--- src/rtl/pipe_hazard_ctrl.sv ---
// Pipeline stall/flush controller: per-stage hold, bubble, PC redirect, watchdog.
// Optional perf counters are enabled with the PIPE_CTRL_PERF_EN macro.
module pipe_hazard_ctrl #(
  parameter int NSTAGE = 6,
  parameter int XLEN   = 32,
  parameter int WD_W   = 10
) (
  input  logic                   CLK,
  input  logic                   RST,
  input  logic [NSTAGE-1:0]      stallreq,
  input  logic [NSTAGE-1:0]      flushreq,
  input  logic [NSTAGE*XLEN-1:0] flush_pc,
  output logic [NSTAGE-1:0]      stall,
  output logic [NSTAGE-1:0]      flush,
  output logic                   redirect_valid,
  output logic [XLEN-1:0]        redirect_pc,
  output logic                   flush_pending,
  output logic                   stall_timeout,
  output logic [31:0]            perf_stall_cycles,
  output logic [31:0]            perf_flush_count
);

  localparam int SW = (NSTAGE > 1) ? $clog2(NSTAGE) : 1;
  localparam logic [WD_W-1:0] WD_MAX = '1;
  localparam logic [WD_W-1:0] WD_PRE = WD_MAX - 1'b1;

  logic [SW-1:0]   s_idx;
  logic [SW-1:0]   f_idx;
  logic [XLEN-1:0] f_pc;

  logic            pend_valid;
  logic [SW-1:0]   pend_stage;
  logic [XLEN-1:0] pend_pc;

  logic [WD_W-1:0] wd_cnt;
  logic            timeout_q;

  logic            live;
  logic            blocked;
  logic            older;
  logic            sel_a;
  logic            sel_b;
  logic            issue;
  logic            cap;
  logic [SW-1:0]   iss_stage;
  logic [XLEN-1:0] iss_pc;

  logic            unused;
  assign unused = ^{stallreq[0], flushreq[0],
                    flush_pc[XLEN-1:0]};

  // Later stages overwrite earlier ones, so the oldest request wins.
  always_comb begin
    s_idx = '0;
    f_idx = '0;
    f_pc  = '0;
    for (int k = 1; k < NSTAGE; k++) begin
      if (stallreq[k]) s_idx = SW'(k);
      if (flushreq[k]) begin
        f_idx = SW'(k);
        f_pc  = flush_pc[k*XLEN +: XLEN];
      end
    end
  end

  always_comb begin
    live    = (f_idx != '0);
    blocked = live && (s_idx >= f_idx);
    older   = !pend_valid || (f_idx > pend_stage);
    sel_a   = !RST && live && !blocked && older;
    sel_b   = !RST && !sel_a && pend_valid &&
              (s_idx < pend_stage);
    issue   = sel_a || sel_b;
    cap     = blocked && older;
    iss_stage = sel_a ? f_idx : pend_stage;
    iss_pc    = sel_a ? f_pc  : pend_pc;
  end

  always_comb begin
    stall = '0;
    flush = '0;
    for (int i = 0; i < NSTAGE; i++) begin
      if (!RST && s_idx != '0 && SW'(i) <= s_idx)
        stall[i] = 1'b1;
    end
    for (int i = 1; i < NSTAGE; i++) begin
      if (issue && SW'(i) < iss_stage)
        flush[i] = 1'b1;
    end
  end

  assign redirect_valid = issue;
  assign redirect_pc    = issue ? iss_pc : '0;
  assign flush_pending  = pend_valid;
  assign stall_timeout  = timeout_q;

  always_ff @(posedge CLK) begin
    if (RST) begin
      pend_valid <= 1'b0;
      pend_stage <= '0;
      pend_pc    <= '0;
    end else if (cap) begin
      pend_valid <= 1'b1;
      pend_stage <= f_idx;
      pend_pc    <= f_pc;
    end else if (issue) begin
      pend_valid <= 1'b0;
      pend_stage <= '0;
      pend_pc    <= '0;
    end
  end

  // Timeout rises on the edge that completes the last allowed stall cycle.
  always_ff @(posedge CLK) begin
    if (RST) begin
      wd_cnt    <= '0;
      timeout_q <= 1'b0;
    end else if (s_idx != '0) begin
      if (wd_cnt != WD_MAX) wd_cnt <= wd_cnt + 1'b1;
      if (wd_cnt >= WD_PRE) timeout_q <= 1'b1;
    end else begin
      wd_cnt <= '0;
    end
  end

`ifdef PIPE_CTRL_PERF_EN
  logic [31:0] sc_q;
  logic [31:0] fc_q;

  always_ff @(posedge CLK) begin
    if (RST) begin
      sc_q <= '0;
      fc_q <= '0;
    end else begin
      if (s_idx != '0) sc_q <= sc_q + 32'd1;
      if (issue)       fc_q <= fc_q + 32'd1;
    end
  end

  assign perf_stall_cycles = sc_q;
  assign perf_flush_count  = fc_q;
`else
  assign perf_stall_cycles = '0;
  assign perf_flush_count  = '0;
`endif

endmodule

--- config.mk ---
export PLATFORM = sky130hd
export DESIGN_NAME = pipe_hazard_ctrl
export DESIGN_NICKNAME = d
export VERILOG_FILES = /design/src/rtl/pipe_hazard_ctrl.sv
export SDC_FILE = /design/constraint.sdc
export NUM_CORES = 1
export LEC_CHECK = 0
export BUFFER_PORTS_ARGS = -buffer_cell sky130_fd_sc_hd__buf_4
export CAP_MARGIN = 5
export CORE_AREA = 2 2 122 124
export CTS_CLUSTER_DIAMETER = 60
export DETAILED_ROUTE_END_ITERATION = 16
export DIE_AREA = 0 0 124 126
export HOLD_SLACK_MARGIN = 0.03
export PLACE_DENSITY = 0.74
export REMOVE_ABC_BUFFERS = 1
export SLEW_MARGIN = 20
export SYNTH_ARGS = -nofsm -noshare
export SYNTH_HDL_FRONTEND = slang
export SYNTH_SLANG_ARGS = --single-unit
export TNS_END_PERCENT = 100
--- constraint.sdc ---
create_clock -name CLK -period 5.1 [get_ports CLK]
set_clock_uncertainty 0.05 [all_clocks]
set_input_delay 1.02 -clock CLK [delete_from_list [all_inputs] [get_ports CLK]]
set_output_delay 1.02 -clock CLK [all_outputs]
set_load 0.05 [all_outputs]
# Word-level counts from Yosys, hierarchy flattened
# Index checks and enable logic that the tools add are counted.
[op_classes]
n_reduce_logical = 31
order_cmp = 15
mux = 35
n_bitwise = 1
addsub = 1
n_eq_ne = 1
[op_table]
columns = ["operator", "count"]
rows = [
  ["2-to-1 mux 32 bit", 9],
  ["2-to-1 mux 3 bit", 11],
  ["logical AND 1 bit", 20],
  ["2-to-1 mux 1 bit", 15],
  ["adder 10 x 1 -> 10 bit (second input constant)", 1],
  ["greater-or-equal comparator 10 bit (second input constant)", 1],
  ["!= test 10 bit (second input constant)", 1],
  ["<= comparator 1 x 3 -> 1 bit (first input constant)", 2],
  ["<= comparator 2 x 3 -> 1 bit (first input constant)", 2],
  ["<= comparator 3 bit (first input constant)", 2],
  ["< comparator 2 x 3 -> 1 bit (first input constant)", 2],
  ["< comparator 3 bit (first input constant)", 2],
  ["nonzero test 3 bit", 2],
  ["zero test 1 bit", 4],
  ["greater-or-equal comparator 3 bit", 1],
  ["greater-than comparator 3 bit", 1],
  ["< comparator 1 x 3 -> 1 bit (first input constant)", 1],
  ["< comparator 3 bit", 1],
  ["logical OR 1 bit", 2],
  ["AND reduction 2 bit", 1],
  ["nonzero test 2 bit", 1],
  ["OR reduction 2 bit", 1],
  ["NOT 1 bit", 1],
]
[totals]
regBits = 47

# Longest topological paths before layout
# Gate-level depths: netlist (run 1).
[logic_depth]
depth_word = 17
depth_mapped = 13
ltp_nobuf = 9

# Least setup slack after synthesis (run 1)
# Ideal clock, no wire load.
[synth_timing]
kind = "input -> output"
startpoint = "input flushreq[5]"
endpoint = "output flush[3]"
slack_ns = 0.174
path_buffers = 4
arrival_ns = 3.856
path_stages = 11
required_time_ns = 4.030
path_cell_list = "inv_1 -> clkbuf_1 -> clkbuf_1 -> o21ai_0 -> ha_1 -> nor2b_1 -> o21ai_1 -> clkbuf_1 -> clkbuf_1 -> o31ai_1 -> o22ai_1"
[synth_via]
elab_chain_len = 13
[synth_lines]
columns = ["item", "line_no", "source"]
rows = [
  ["start, declared", "11", "input logic [NSTAGE-1:0] flushreq,"],
  ["2-to-1 mux 3 bit *", "59", "if (flushreq[k]) begin"],
  ["branches (longest 10 deep; another with greater-or-equal comparator 3 bit)", "n/a", ""],
  ["logical AND 1 bit *", "87", "if (issue && SW'(i) < iss_stage)"],
  ["2-to-1 mux 1 bit *", "87", ""],
  ["end, declared", "14", "output logic [NSTAGE-1:0] flush,"],
]
# Mark *: on every way between the ends.

# Worst setup path after layout (run 1)
[layout_timing]
startpoint = "input flushreq[4]"
endpoint = "output flush[3]"
[layout_via]
elab_chain_len = 14
[layout_lines]
columns = ["item", "line_no"]
rows = [
  ["2-to-1 mux 3 bit * (2 in a row)", "59"],
  ["branches (longest 10 deep; another with greater-or-equal comparator 3 bit)", "n/a"],
  ["logical AND 1 bit *", "87"],
  ["2-to-1 mux 1 bit *", "87"],
]
# Marks and branches as above.

==> implementation parameters, run 1 <==
Parameter                              Value

Outcome
  Run status    completed

Global routing
  Wire length of the first global-routing pass    between 20000 and 25000 µm
  Antenna violations before repair    0
  Total routing usage reported by global routing    19.5%
  Pin count of the biggest net entering global routing    between 70 and 80
  Vias in the first global route    between 4k and 5k
  Congestion Overflow GR    0

STA
  Slew Limit Headroom    39.0%
  Final Slew Violations    0
  Final total negative setup slack    0 ns
  Final setup viols    0
  Total count of hold-check failures in the final report    0
  Highest attainable clock frequency    0.204 GHz
  RSZ-0062 raised after global routing    false
  Post-route minimum period    around 4.9 ns
  Worst Max-Slew Pin Slew    slightly above 0.9 ns
  Minimum hold slack    ~0.41 ns
  Share of the clock period used by the worst path after layout    between 90% and 100%

Synthesis
  FF+latch count, synth    between 40 and 50
  Primary flip-flop cell chosen by synthesis mapping    sky130_fd_sc_hd__dfxtp_1
  Adder-cell share of the synthesized area    around 2.6%
  Post-Synthesis Mean Instance Area    approximately 7.4 µm²
  Most frequent cell after synthesis    sky130_fd_sc_hd__nand2_1
  Number of enable flip-flop cells after synthesis    0
  Largest area contributor in the synthesized netlist    sky130_fd_sc_hd__dfxtp_1
  Post-synthesis xor/xnor area fraction    less than 1%
  Number of warnings printed during yosys synthesis    0
  Multiplexer area fraction after synthesis    0%
  Combinational family with the most area after synthesis    compound AO/OA/AOI/OAI gates
  Post-synthesis sequential area ratio    roughly a fifth
  Portion of synthesized cell area occupied by the leading cell type    19.4%
  Simple-gate share of the synthesized area    between 15 and 20%
  Synth cell types    57
  Async SR Flop Fraction    0%
  Area fraction in compound gates after synthesis    about two fifths
  Gate count after technology mapping    656
  Post-synthesis instance area    roughly 4900 µm²
  Most used standard cells in the synthesized netlist    sky130_fd_sc_hd__nand2_1 (72), sky130_fd_sc_hd__o22ai_1 (71), sky130_fd_sc_hd__buf_4 (65)
  Leading cell types by total area after synthesis    sky130_fd_sc_hd__dfxtp_1 (19%), sky130_fd_sc_hd__buf_4 (10%), sky130_fd_sc_hd__o22ai_1 (9.2%)

Critical path
  Critical-path cell list    buf_4, or2_2, inv_1, o21ai_0, inv_1, ha_1, a41oi_1, o21ai_4, or3_2, buf_4, o22ai_1, buf_4
  Reg-to-Reg Start    pend_stage[2]
  Crit path DAT    around 3.8 ns
  Required time reported for the critical path endpoint    ~4.0 ns
  Cell type with the highest occurrence count on the critical path    sky130_fd_sc_hd__buf_4
  Top delay family on crit path    compound AO/OA/AOI/OAI gates
  Worst R2R Path Depth    6
  Crit-path slowest cell    sky130_fd_sc_hd__or3_2
  Worst reg2reg endpoint    pend_pc[25]
  Crit. Startpoint    flushreq[4]
  Stages on the worst setup path    12
  Number of buffer and inverter stages on the critical path    5
  Category of the worst setup path capture point    output port
  Type of the worst setup path    in2out
  Max Fanout on Critical Path    20
  Flop2flop setup slack    roughly 2.5 ns
  Worst stage delay on the critical path    roughly 0.49 ns
  Kind of launch point of the worst setup path    input pin
  Critical path endpoint    flush[3]

Placed design
  DP HPWL    approximately 11000 µm
  Inst Count DP    1000
  Cell area reported after detailed placement    between 6000 and 7000 µm²
  GPL Wtd Cong    about 0.85
  Port-buffer cells    approximately 220

Clocking
  Clock-pin slew on the worst setup and hold paths    0.07 ns
  Clk root buf    sky130_fd_sc_hd__clkbuf_16
  TritonCTS clock tree    yes
  Clock sink count    47
  Clock latency reported for the late side of the worst-skew pair    about 0.28 ns
  CTS Hold Bufs    0
  Clock buffer depth    2
  Level count of the clock H-tree    2
  Number of CTS-inserted buffers    5
  Number of cells upsized or downsized after cts    0
  Setup Fix Bufs, Post-CTS    0

Cells and area
  Post-route cell area    between 6000 and 7000 µm²
  Number of diodes    0
  Layout-stage area growth over the synthesis result    32.0%
  Layout fillers    1425
  Area used by sequential logic in the layout    941 µm²
  Non-filler cells in the finished layout    a little over 1k
  Layout cell share with drive strength beyond 1    around a third
  Combined area of the multi-input logic cells    3170 µm²
  Final layout net count    about 1.0k

Pwr
  P per Cell Area    between 200 and 250 nW/µm²
  Total power    about 1.5 mW
  Worst IR drop on VDD    0.126 mV
  Leakage power of the design    2.89 nW

Floorplan
  Placement row count    44
  DIE WIDTH    124 µm
  Die Area    15600 µm²
  Height of the die    126 µm
  Number of primary I/O pins    roughly 320
  Core ar.    14300 µm²
  Initial Utilization    33.9%

Drt
  Number of detailed-route iterations in the first pass    5
  Post-detailed-route DRC marker count    0
  Number of DRC markers in iteration 0    roughly 360
  Via count    roughly 5.4k
  Final WL    15800 µm
  Routed Antenna Nets    0
  Detail-routed via count per cell    roughly 5.4
  Routed wirelength normalized by instance count    15.7 µm

Run
  Max-capacitance violation count    0

Hold path
  Worst hold path type    reg2reg
==> how the worst min path moves through the flow <==
stage                  start            end  slack, ns  cells past startpoint
3_5_place_dp   stall_timeout  stall_timeout       0.40                      1
2_1_floorplan      wd_cnt[8]      wd_cnt[8]       0.40                      1
5_1_grt        stall_timeout  stall_timeout       0.44                      1
3_3_place_gp   stall_timeout  stall_timeout       0.39                      1
6_report       stall_timeout  stall_timeout       0.41                      1
4_1_cts        stall_timeout  stall_timeout       0.42                      1
==> kinds of logic (layout without fill, tap and decap cells) <==
| group | after synthesis | after routing |
|---|---|---|
| other | 1 | 65 |
| XOR/XNOR | 4 | 4 |
| AND/OR/NAND/NOR | 143 | 143 |
| adder cells (fa/ha/maj) | 10 | 10 |
| flip-flops | 47 | 47 |
| buffers and inverters | 181 | 284 |
| AO/OA/AOI/OAI | 270 | 270 |
==> stage by stage <==
step / utilization (%) / setup WS, ns
detailed placement: 43.8 / 0.222
floorplan: - / -1.87
CTS: 44.8 / 0.212
finish: 44.8 / 0.203
global placement: 43.8 / 0.293
global route: 44.8 / 0.0810
==> power by group <==
part | switching, mW | leakage [nW] | internal, mW | total (mW)
registers | 0.0227 | 0.386 | 0.405 | 0.428
clock network | 0.142 | 0.0727 | 0.192 | 0.334
logic | 0.513 | 2.43 | 0.256 | 0.769
total | 0.678 | 2.89 | 0.853 | 1.53
==> flip-flops by register name, summed over array words and instances, names as in the netlist <==
signal         cells
pend_pc           32
pend_stage         3
flush_pending      1
stall_timeout      1
wd_cnt            10
==> layout by cell type (no fill, tap or decap), types with 4 or more instances in the layout <==
cell                          n
sky130_fd_sc_hd__a21oi_1     35
sky130_fd_sc_hd__a221oi_1    32
sky130_fd_sc_hd__and3_1       4
sky130_fd_sc_hd__buf_4      227
sky130_fd_sc_hd__clkbuf_16    5
sky130_fd_sc_hd__conb_1      65
sky130_fd_sc_hd__dfxtp_1     47
sky130_fd_sc_hd__ha_1        10
sky130_fd_sc_hd__inv_1       47
sky130_fd_sc_hd__nand2_1     72
sky130_fd_sc_hd__nand3b_1    32
sky130_fd_sc_hd__nor2_1      12
sky130_fd_sc_hd__o21ai_0     34
sky130_fd_sc_hd__o21ai_1      5
sky130_fd_sc_hd__o22ai_1     71
sky130_fd_sc_hd__o22ai_2     29
sky130_fd_sc_hd__o31ai_1     34
==> cell type report <==
class	count	area share, %
multi-input cells	492	49.4
repair buffers	229	27.2
flip-flops and latches	47	14.7
well taps	184	3.59
inverters	48	2.81
clock buffers	6	2.17
clock inverters	1	0.0781
==> metal layers <==
| layer | up-vias | GRT usage (%) | routed length [µm] |
|---|---|---|---|
| met5 | - | 0 | 0 |
| met4 | 0 | 3.70 | 201 |
| met3 | 16 | 2.67 | 1160 |
| met2 | 241 | 34.5 | 7840 |
| met1 | 2515 | 25.2 | 6600 |
| li1 | 2644 | - | - |
(Power assumes the default switching activity.)
==> inputs of run 2 (changes only) <==
--- a/config.mk
+++ b/config.mk
@@ -5,12 +5,13 @@
 export SDC_FILE = /design/constraint.sdc
 export NUM_CORES = 1
 export LEC_CHECK = 0
+export ABC_AREA = 1
 export BUFFER_PORTS_ARGS = -buffer_cell sky130_fd_sc_hd__buf_4
 export CAP_MARGIN = 5
-export CORE_AREA = 2 2 122 124
+export CORE_AREA = 5 5 121 123
 export CTS_CLUSTER_DIAMETER = 60
 export DETAILED_ROUTE_END_ITERATION = 16
-export DIE_AREA = 0 0 124 126
+export DIE_AREA = 0 0 126 128
 export HOLD_SLACK_MARGIN = 0.03
 export PLACE_DENSITY = 0.74
 export REMOVE_ABC_BUFFERS = 1
==> run 2 against run 1 <==
Fmax is 5.7% higher; critical path depth is 3 higher; first-iteration DRC count is 23% lower; cell count is 7.0% higher; via count is 1.4% lower; count of clock-buffer cells in the layout stayed put; global-route usage is 0.23 points lower; routed wire length is 5.7% higher; non-clock buffer count is 5 higher; largest cell class unchanged.
==> implementation parameters, run 2 <==
Parameter                              Value

Cells and area
  Largest register by flop count    pend_pc
  Final layout net count    1112
  Number of diodes    0
  Layout-stage area growth over the synthesis result    38.1%
  Most frequent cells in the layout    sky130_fd_sc_hd__buf_4 (234), sky130_fd_sc_hd__nand2_1 (227), sky130_fd_sc_hd__conb_1 (65)
  Flip-flop count of the largest register after layout    32
  Registers with the highest flip-flop counts    pend_pc x32, wd_cnt x10, pend_stage x3
  Most common cell after layout, fill and taps aside    sky130_fd_sc_hd__buf_4
  Layout fillers    1477
  Layout cell share with drive strength beyond 1    a little under 30%

Drt
  Routed wirelength normalized by instance count    about 16 µm
  Number of detailed-route iterations in the first pass    4
  Routed Antenna Nets    0
  Number of DRC markers in iteration 0    between 200 and 300
  Final WL    16700 µm
  Post-detailed-route DRC marker count    0
  Via count    approximately 5.3k
  Detail-routed via count per cell    approximately 5.0

STA
  Slew Limit Headroom    56.1%
  Post-route minimum period    around 4.6 ns
  Minimum hold slack    ~0.43 ns
  Highest attainable clock frequency    0.216 GHz
  Final setup viols    0
  Final Slew Violations    0
  RSZ-0062 raised after global routing    false
  Final worst slack    roughly 0.47 ns
  Total count of hold-check failures in the final report    0
  Worst Max-Slew Pin Slew    roughly 0.66 ns
  Share of the clock period used by the worst path after layout    about nine tenths

Placed design
  Pre-CTS worst setup slack    roughly 0.42 ns
  DP HPWL    12600 µm
  Port-buffer cells    217
  GPL Wtd Cong    approximately 0.86

Synthesis
  Gate count after technology mapping    between 700 and 800
  Async SR Flop Fraction    0%
  Most frequent cell after synthesis    sky130_fd_sc_hd__nand2_1
  Number of enable flip-flop cells after synthesis    0
  Primary flip-flop cell chosen by synthesis mapping    sky130_fd_sc_hd__dfxtp_1
  Largest area contributor in the synthesized netlist    sky130_fd_sc_hd__dfxtp_1
  Post-synthesis instance area    4380 µm²
  Post-Synthesis Mean Instance Area    roughly 6 µm²
  Most used standard cells in the synthesized netlist    sky130_fd_sc_hd__nand2_1 (228), sky130_fd_sc_hd__buf_4 (67), sky130_fd_sc_hd__a21oi_1 (55)
  FF+latch count, synth    47
  Number of warnings printed during yosys synthesis    0
  Portion of synthesized cell area occupied by the leading cell type    between 20% and 30%
  Post-synthesis sequential area ratio    21.5%
  Synth cell types    34
  Leading cell types by total area after synthesis    sky130_fd_sc_hd__dfxtp_1 (21%), sky130_fd_sc_hd__nand2_1 (20%), sky130_fd_sc_hd__buf_4 (11%)

Global routing
  Total routing usage reported by global routing    19.3%
  Vias in the first global route    5064
  GR met2 Demand/Resource    roughly 34%
  GRT met1 Usage    24.1%
  Congestion Overflow GR    0
  Wire length of the first global-routing pass    roughly 26000 µm
  Antenna violations before repair    0
  GR Util met3    5.04%
  Most heavily used metal layer in global routing    met2
  Pin count of the biggest net entering global routing    between 60 and 70

Critical path
  Critical path endpoint    redirect_pc[7]
  Cell type with the highest occurrence count on the critical path    sky130_fd_sc_hd__buf_4
  Crit. Startpoint    flushreq[5]
  Worst stage delay on the critical path    roughly 0.38 ns
  Worst reg2reg endpoint    pend_pc[3]
  Number of buffer and inverter stages on the critical path    6
  Required time reported for the critical path endpoint    just over 4 ns
  Crit path DAT    between 3 and 4 ns
  Critical-path cell list    buf_4, nor2_4, buf_4, ha_1, a21oi_1, nand3_1, nand2_1, inv_2, nor2_2, nand2_4, buf_4, nand2_1, inv_1, a21oi_1, buf_4
  Crit-path slowest cell    sky130_fd_sc_hd__buf_4
  Type of the worst setup path    in2out
  Reg-to-Reg Start    pend_stage[2]
  Kind of launch point of the worst setup path    input pin
  Worst R2R Path Depth    10
  Max Fanout on Critical Path    40
  Stages on the worst setup path    15
  Category of the worst setup path capture point    output port
  Flop2flop setup slack    roughly 2.8 ns
  Top delay family on crit path    buffers and inverters

Floorplan
  Height of the die    between 100 and 150 µm
  Core ar.    approximately 14000 µm²
  Number of primary I/O pins    between 300 and 400
  Initial Utilization    around 32%
  DIE WIDTH    126 µm
  Placement row count    43
  Die Area    ~16000 µm²

Clocking
  Number of CTS-inserted buffers    5
  Setup Fix Bufs, Post-CTS    0
  Clock sink count    between 40 and 50
  Level count of the clock H-tree    2
  CTS Hold Bufs    0
  Clock-pin slew on the worst setup and hold paths    roughly 0.070 ns
  Clock latency reported for the late side of the worst-skew pair    0.28 ns
  Clk root buf    sky130_fd_sc_hd__clkbuf_16
  TritonCTS clock tree    yes
  Clock buffer depth    2
  Number of cells upsized or downsized after cts    0

Pwr
  Worst IR drop on VDD    0.140 mV
  P per Cell Area    between 200 and 300 nW/µm²
  Total power    ~1.6 mW
  Leakage power of the design    roughly 2.9 nW

Outcome
  Run status    completed

Run
  Max-capacitance violation count    0

Hold path
  Worst hold path type    reg2reg
  HP Start    wd_cnt[7]
-- run 2: changes by cell type after synthesis, moves of 5 or more --
cell / previous run / this run
sky130_fd_sc_hd__nand2_1: 72 / 228
sky130_fd_sc_hd__o22ai_1: 71 / 32
sky130_fd_sc_hd__nand4_1: 3 / 38
sky130_fd_sc_hd__o31ai_1: 34 / 0
sky130_fd_sc_hd__a221oi_1: 32 / 0
sky130_fd_sc_hd__nand3b_1: 32 / 0
sky130_fd_sc_hd__o211ai_1: 1 / 32
sky130_fd_sc_hd__a31oi_1: 3 / 33
sky130_fd_sc_hd__o22ai_2: 29 / 0
sky130_fd_sc_hd__a21oi_1: 35 / 55
sky130_fd_sc_hd__inv_1: 48 / 34
sky130_fd_sc_hd__nand3_1: 2 / 10
sky130_fd_sc_hd__o21ai_1: 6 / 1
-- run 2: where the power goes --
group	switching, mW	total [mW]	internal [mW]	leakage [nW]
clock	0.140	0.384	0.244	0.0868
sequential	0.0259	0.439	0.413	0.387
combinational	0.538	0.789	0.251	2.39
total	0.704	1.61	0.908	2.87
-- run 2: metal layers --
metal	part of all wire, %	wire length, µm	vias up
met4	1.1	187	0
met5	0	0	-
li1	-	-	2686
met3	7.7	1290	18
met2	49	8230	182
met1	42	7000	2453
-- run 2: worst min-delay path by stage --
stage | endpoint | slack (ns) | cells past startpoint
after floorplan | wd_cnt[7] | 0.40 | 2
after global placement | pend_pc[25] | 0.42 | 2
after detailed placement | wd_cnt[7] | 0.42 | 2
after CTS | pend_pc[10] | 0.43 | 2
after global routing | pend_pc[14] | 0.45 | 2
final | wd_cnt[7] | 0.43 | 2
-- run 2: worst min-delay path, stage by stage (launching register included) --
cell and delay (ns):
sky130_fd_sc_hd__dfxtp_1 0.30, sky130_fd_sc_hd__inv_1 0.07, sky130_fd_sc_hd__a21oi_1 0.06
-- run 2: final cells by class --
cell class	instances	area, µm²	area share [%]
clock buffer	6	139	2.30
inverter	38	143	2.36
timing repair buffer	234	1760	29.0
clock inverter	2	35.0	0.579
sequential	47	941	15.6
tap	180	225	3.72
multi-input combinational	570	2810	46.5
-- run 2: cells by family after synthesis --
logic type | Yosys count | synth area share [%]
adders and majority gates | 10 | 2.86
and+or+nand+nor | 303 | 29.4
other | 1 | 0.0856
DFF | 47 | 21.5
buffers and inverters | 157 | 19.9
AOI/OAI and AO/OA | 189 | 25.7
xor gates and xnor gates | 3 | 0.600
-- run 2: metrics by stage --
step	setup TNS, ns	instances	util (%)	area [µm²]
CTS	0	1077	44.6	6050
finish	0	1077	44.6	6050
floorplan	-23.76	655	-	3890
global placement	0	1069	43.3	5880
detailed placement	0	1069	43.3	5880
global route	0	1077	44.6	6050
